==> src/rtl/feed_scheduler.sv <==
// Feed-time scheduler: matches the wall-clock time against programmable slots and
// drives a timed dispenser pulse, followed by a cooldown, with a one-deep request queue.
module feed_scheduler #(
  parameter int NUM_SLOTS       = 4,
  parameter int SLOT_W          = 2,
  parameter int DISPENSE_CYCLES = 50000000,
  parameter int COOLDOWN_CYCLES = 250000000
) (
  input  logic              clk,
  input  logic              reset,
  input  logic [7:0]        hour,
  input  logic [7:0]        minute,
  input  logic [7:0]        second,
  input  logic              ampm,
  input  logic [SLOT_W-1:0] cfgSlot,
  input  logic [7:0]        cfgData,
  input  logic              cfgWriteHour,
  input  logic              cfgWriteMin,
  input  logic              cfgWriteAmpm,
  input  logic              cfgWriteEnable,
  input  logic              manualFeed,
  output logic              motorOn,
  output logic              busy,
  output logic [15:0]       feedCount,
  output logic [SLOT_W-1:0] lastSlot,
  output logic              lastManual,
  output logic              overrun
);
  localparam int MAX_CYC = (DISPENSE_CYCLES > COOLDOWN_CYCLES) ? DISPENSE_CYCLES : COOLDOWN_CYCLES;
  localparam int CNT_W   = $clog2(MAX_CYC + 1);
  localparam logic [CNT_W-1:0] DISP_LAST = CNT_W'(DISPENSE_CYCLES - 1);
  localparam logic [CNT_W-1:0] COOL_LAST = CNT_W'(COOLDOWN_CYCLES - 1);

  typedef enum logic [1:0] {S_IDLE, S_DISPENSE, S_COOLDOWN} state_e;

  state_e            state_q, state_d;
  logic [CNT_W-1:0]  cnt_q, cnt_d;
  logic              pending_q, pending_d;
  logic              pend_manual_q, pend_manual_d;
  logic [SLOT_W-1:0] pend_slot_q, pend_slot_d;
  logic              motor_on_q, motor_on_d;
  logic [15:0]       feed_count_q, feed_count_d;
  logic [SLOT_W-1:0] last_slot_q, last_slot_d;
  logic              last_manual_q, last_manual_d;
  logic              overrun_q, overrun_d;
  logic [7:0]        prev_minute_q, prev_minute_d;
  logic              manual_prev_q, manual_prev_d;

  logic [3:0] slot_hour_q [NUM_SLOTS];
  logic [3:0] slot_hour_d [NUM_SLOTS];
  logic [5:0] slot_min_q  [NUM_SLOTS];
  logic [5:0] slot_min_d  [NUM_SLOTS];
  logic       slot_ampm_q [NUM_SLOTS];
  logic       slot_ampm_d [NUM_SLOTS];
  logic       slot_en_q   [NUM_SLOTS];
  logic       slot_en_d   [NUM_SLOTS];

  logic              match_any;
  logic [SLOT_W-1:0] match_idx;
  logic              sched_evt;
  logic              manual_evt;
  logic              trigger;
  logic              cool_done;

  // Scan from the top down so the lowest matching slot wins; uses registered (pre-write) slot values.
  always_comb begin
    match_any = 1'b0;
    match_idx = '0;
    for (int i = NUM_SLOTS - 1; i >= 0; i--) begin
      if (slot_en_q[i] && (hour == {4'd0, slot_hour_q[i]}) &&
          (minute == {2'd0, slot_min_q[i]}) && (ampm == slot_ampm_q[i])) begin
        match_any = 1'b1;
        match_idx = SLOT_W'(i);
      end
    end
  end

  assign sched_evt  = (minute != prev_minute_q) && (second == 8'd0) && match_any;
  assign manual_evt = manualFeed && !manual_prev_q;
  assign trigger    = sched_evt || manual_evt;

  // NOTE: every *_d gets a default from its *_q first, so no path leaves a value unassigned (no latches).
  always_comb begin
    state_d       = state_q;
    cnt_d         = cnt_q;
    pending_d     = pending_q;
    pend_manual_d = pend_manual_q;
    pend_slot_d   = pend_slot_q;
    feed_count_d  = feed_count_q;
    last_slot_d   = last_slot_q;
    last_manual_d = last_manual_q;
    overrun_d     = overrun_q;
    prev_minute_d = minute;
    manual_prev_d = manualFeed;
    slot_hour_d   = slot_hour_q;
    slot_min_d    = slot_min_q;
    slot_ampm_d   = slot_ampm_q;
    slot_en_d     = slot_en_q;
    cool_done     = 1'b0;

    // Indices at or above NUM_SLOTS never compare equal, so such writes fall away.
    for (int i = 0; i < NUM_SLOTS; i++) begin
      if (cfgSlot == SLOT_W'(i)) begin
        if (cfgWriteHour && (cfgData >= 8'd1) && (cfgData <= 8'd12)) slot_hour_d[i] = cfgData[3:0];
        if (cfgWriteMin && (cfgData <= 8'd59)) slot_min_d[i] = cfgData[5:0];
        if (cfgWriteAmpm)   slot_ampm_d[i] = cfgData[0];
        if (cfgWriteEnable) slot_en_d[i]   = cfgData[0];
      end
    end

    case (state_q)
      S_DISPENSE: begin
        if (cnt_q == DISP_LAST) begin
          state_d      = S_COOLDOWN;
          cnt_d        = '0;
          feed_count_d = feed_count_q + 16'd1;
        end else begin
          cnt_d = cnt_q + CNT_W'(1);
        end
      end
      S_COOLDOWN: begin
        if (cnt_q == COOL_LAST) begin
          cool_done = 1'b1;
          cnt_d     = '0;
          if (pending_q) begin
            state_d       = S_DISPENSE;
            pending_d     = 1'b0;
            last_manual_d = pend_manual_q;
            if (!pend_manual_q) last_slot_d = pend_slot_q;
          end else begin
            state_d = S_IDLE;
          end
        end else begin
          cnt_d = cnt_q + CNT_W'(1);
        end
      end
      default: ;
    endcase

    // A trigger landing on the final cooldown edge with nothing queued starts straight away.
    if (trigger) begin
      if ((state_q == S_IDLE) || (cool_done && !pending_q)) begin
        state_d       = S_DISPENSE;
        cnt_d         = '0;
        last_manual_d = !sched_evt;
        if (sched_evt) last_slot_d = match_idx;
      end else if (!pending_d) begin
        pending_d     = 1'b1;
        pend_manual_d = !sched_evt;
        pend_slot_d   = match_idx;
      end else begin
        overrun_d = 1'b1;
      end
    end

    motor_on_d = (state_d == S_DISPENSE);
  end

  // NOTE: sequential state uses non-blocking assignments only; the always_comb above is blocking.
  always_ff @(posedge clk) begin
    if (reset) begin
      state_q       <= S_IDLE;
      cnt_q         <= '0;
      pending_q     <= 1'b0;
      pend_manual_q <= 1'b0;
      pend_slot_q   <= '0;
      motor_on_q    <= 1'b0;
      feed_count_q  <= '0;
      last_slot_q   <= '0;
      last_manual_q <= 1'b0;
      overrun_q     <= 1'b0;
      prev_minute_q <= minute;
      manual_prev_q <= 1'b1;
      // NOTE: the slot table is a small register file that must come up at a known schedule, so it is reset.
      for (int i = 0; i < NUM_SLOTS; i++) begin
        slot_hour_q[i] <= 4'd12;
        slot_min_q[i]  <= 6'd0;
        slot_ampm_q[i] <= 1'b0;
        slot_en_q[i]   <= 1'b0;
      end
    end else begin
      state_q       <= state_d;
      cnt_q         <= cnt_d;
      pending_q     <= pending_d;
      pend_manual_q <= pend_manual_d;
      pend_slot_q   <= pend_slot_d;
      motor_on_q    <= motor_on_d;
      feed_count_q  <= feed_count_d;
      last_slot_q   <= last_slot_d;
      last_manual_q <= last_manual_d;
      overrun_q     <= overrun_d;
      prev_minute_q <= prev_minute_d;
      manual_prev_q <= manual_prev_d;
      slot_hour_q   <= slot_hour_d;
      slot_min_q    <= slot_min_d;
      slot_ampm_q   <= slot_ampm_d;
      slot_en_q     <= slot_en_d;
    end
  end

  assign motorOn    = motor_on_q;
  assign busy       = (state_q != S_IDLE);
  assign feedCount  = feed_count_q;
  assign lastSlot   = last_slot_q;
  assign lastManual = last_manual_q;
  assign overrun    = overrun_q;

endmodule

==> config.mk <==
export PLATFORM = sky130hd
export DESIGN_NAME = feed_scheduler
export DESIGN_NICKNAME = d
export VERILOG_FILES = /design/src/rtl/feed_scheduler.sv
export SDC_FILE = /design/constraint.sdc
export NUM_CORES = 1
export LEC_CHECK = 0
export ABC_AREA = 1
export CAP_MARGIN = 5
export CELL_PAD_IN_SITES_DETAIL_PLACEMENT = 1
export CELL_PAD_IN_SITES_GLOBAL_PLACEMENT = 1
export CORE_ASPECT_RATIO = 1.75
export CORE_MARGIN = 2
export CORE_UTILIZATION = 43
export DETAILED_ROUTE_END_ITERATION = 10
export MAX_ROUTING_LAYER = met4
export PLACE_DENSITY_LB_ADDON = 0.05
export SYNTH_ARGS = -nofsm -noshare
export SYNTH_HDL_FRONTEND = slang
export SYNTH_SLANG_ARGS = --single-unit
==> constraint.sdc <==
create_clock -name clk -period 3 [get_ports clk]
set_input_delay 0.3 -clock clk [delete_from_list [all_inputs] [get_ports clk]]
set_output_delay 0.3 -clock clk [all_outputs]
set_load 0.005 [all_outputs]
==> metrics.cfg <==
[layout]
multi_input_area_sq_um = 3170
syn_to_final_growth_pct = 18.3
final_util_pct = 52.4
drive_gt1_share_pct = 5.97
insertedDiodeCount = 0
final_common_cell = nand2_1
nNetsFinal = 1015
fill_cells = 1847
regArea_sq_um = 2240
final_cell_mix = nand2_1, nor2_1, dfxtp_1

[run]
drv_cap = 0

[sta]
period_share_pct = 74.7
fin_tns_setup_ns = 0
rsz0062_at_grt = no
fin_ws_ns = 0.759
slew_headroom_pct = 56.1
final.setup_skew_ns = 0.0122
fmax_mhz = 446
min_period_ns = 2.24
worst_pin_slew_ns = 0.655
finalMaxSlewViolations = 0
finalSetupViolCount = 0
hold_viol = 0

[yosys]
muxShareOfSynthArea_pct = 0
yosys.area_share.simple_pct = 35.6
synth_compound_area_share_pct = 10.7
yosysTopAreaCell = dfxtp_1
synth_seq_cells = 112
syn_area_sq_um = 5960
synth_cell_types = 42
synth_fa_ha_area_share_pct = 1.05
synthXorXnorAreaFrac_pct = 5.88
syn_nets = 952
postSynthCellCount = 905
synth.area.top_cells = dfxtp_1, nand2_1, nor2_1
yosysSeqAreaShare_pct = 37.6
yosysWarnings = 0
synth_top_family_by_area = simple AND/OR/NAND/NOR gates
synth_area_per_cell_sq_um = 6.58
synth_top_area_share_pct = 37.6

[global_routing]
gr-total-overflow = 0
grt_pass1_wl_mm = 32.2
use_met1_pct = 25.8
grtUsageTotal_pct = 28.4
busiest_layer = met2
use_met3_pct = 3.40
grt_pass1_vias = 6517
grt_max_degree = 36
grt.met2_usage_pct = 55.9
antenna_found_initial = 0

[routing]
ant_nets = 0
drcViolationCount = 0
drt_first_pass_iters = 4
drt_iter0_drc = 191
via_per_inst = 5.29
vias = 6067
drt_wl_total_mm = 19.9
drt-wirelength-per-cell_um = 17.4

[setup_path]
worstSetupPathType = reg -> reg
slowest_stage = dfxtp_1
cp_cell_sequence = ha_1 -> nand3_1 -> inv_1 -> nand2_1 -> inv_1 -> nand3_2 -> nor2_4 -> nand2_1 -> nor2_1 -> nand2_1 -> and3_1
crit_arrival_ns = 2.50
max_stage_delay_ns = 0.38
crit_buf_inv = 2
startpoint_type = flop
critical_path.top_delay_family = simple AND/OR/NAND/NOR gates
critical_path.max_fanout = 7
crit_path_frequent_cell = nand2_1
end_kind = flop
required_ns = 3.26

[floorplan]
rows = 56
die_w_um = 93.0
die-area_sq_um = 14800
core_sq_um = 13500
io_pins = 64
initial_core_util_pct = 44.3
die_y_um = 160

[placed_design]
place_ws_ns = 0.408
hpwl_mm = 15.9
port_buffers = 63
place_congestion = 1.01

[clocking]
cts.root.buffer_cell = clkbuf_16
clock_latency_ns = 0.36
cts_resized = 0
cts_tree = done
clkSinkCount = 112
numCtsBuffers = 9
holdBufCountCts = 0
clkSlewWorstSetupHoldPaths_ns = 0.08
post-cts-setup-buffers = 0
cts_max_level = 3
clockBufferDepth = 2

[outcome]
status = completed

[pwr]
powerDensity_nw_per_um2 = 422
p_leak_uw = 0.00284
fin_total_pwr_uw = 2970
ir_drop_uv = 229

[worst_hold_path]
hold_path_class = reg -> reg

-- worst register-to-register path: stages (launching register included) --
cell	delay [ns]
dfxtp_1	0.38
ha_1	0.19
nand3_1	0.14
inv_1	0.13
nand2_1	0.18
inv_1	0.18
nand3_2	0.13
nor2_4	0.19
nand2_1	0.15
nor2_1	0.24
nand2_1	0.08
and3_1	0.17
-- power breakdown --
group | leakage [uW] | switching (uW) | total [uW] | internal, uW
registers | 0.000908 | 11.4 | 1520 | 1510
clock network | 0.000132 | 593 | 1160 | 565
logic | 0.00180 | 182 | 297 | 115
total | 0.00284 | 785 | 2970 | 2190
-- synthesized netlist by cell type, drive strengths merged --
library cell and count:
o22ai 2, nand2 263, xnor2 21, o211ai 6, nand3b 4, a21oi 61
and3 3, nor3 18, dfxtp 112, o21ai 43, nor2 130, buf 12
nand4 12, a41oi 1, a211oi 1, o21bai 1, nor4 7, or2 1
nand3 55, a31oi 1, o21a 1, a22oi 2, ha 5, clkinv 1
inv 112, xor2 19, clkbuf 11
-- registers in the layout, summed over array words and instances (netlist names), 2 cells and up --
name,flops
state_q,2
slot_hour_q,16
slot_min_q,24
prev_minute_q,8
slot_en_q,4
pend_slot_q,2
cnt_q,28
feedCount,16
lastSlot,2
slot_ampm_q,4
-- path summary, 6_finish.rpt --
path                start  depth (start not counted)  slack [ns]             to
max              cnt_q[0]                         11        0.76  feedCount[12]
min          slot_en_q[1]                          2        0.46   slot_en_q[1]
max reg2reg      cnt_q[0]                         11        0.76  feedCount[12]
min reg2reg  slot_en_q[1]                          2        0.46   slot_en_q[1]
-- metal layers --
layer	up-vias	share of wire (%)
met2	96	59
met1	2927	34
li1	2981	-
met5	-	0
met3	63	2.0
met4	0	4.9
-- cell type report --
class	count	share of cell area [%]
Tap cell	174	3.09
Inverter	113	6.02
Clock buffer	9	3.20
Timing Repair Buffer	75	10.2
Multi-Input combinational cell	657	45.0
Sequential cell	112	31.8
Clock inverter	6	0.621
-- cell families (layout without fill, tap and decap cells) --
logic type,after synthesis,in the layout
compound gates,119,119
xor+xnor,40,40
fa+ha+maj,5,5
buf+inv,136,203
flops,112,112
simple gates,493,493
-- per-stage QoR --
| stage | cell area, sq um | std cells | hold WS, ns |
|---|---|---|---|
| floorplan | 5960 | 905 | 0.328 |
| global placement | 6780 | 1131 | 0.452 |
| detailed placement | 6780 | 1131 | 0.454 |
| CTS | 7050 | 1146 | 0.466 |
| global route | 7050 | 1146 | 0.487 |
| finish | 7050 | 1146 | 0.463 |
No activity file was read; power rests on OpenSTA's default activity.
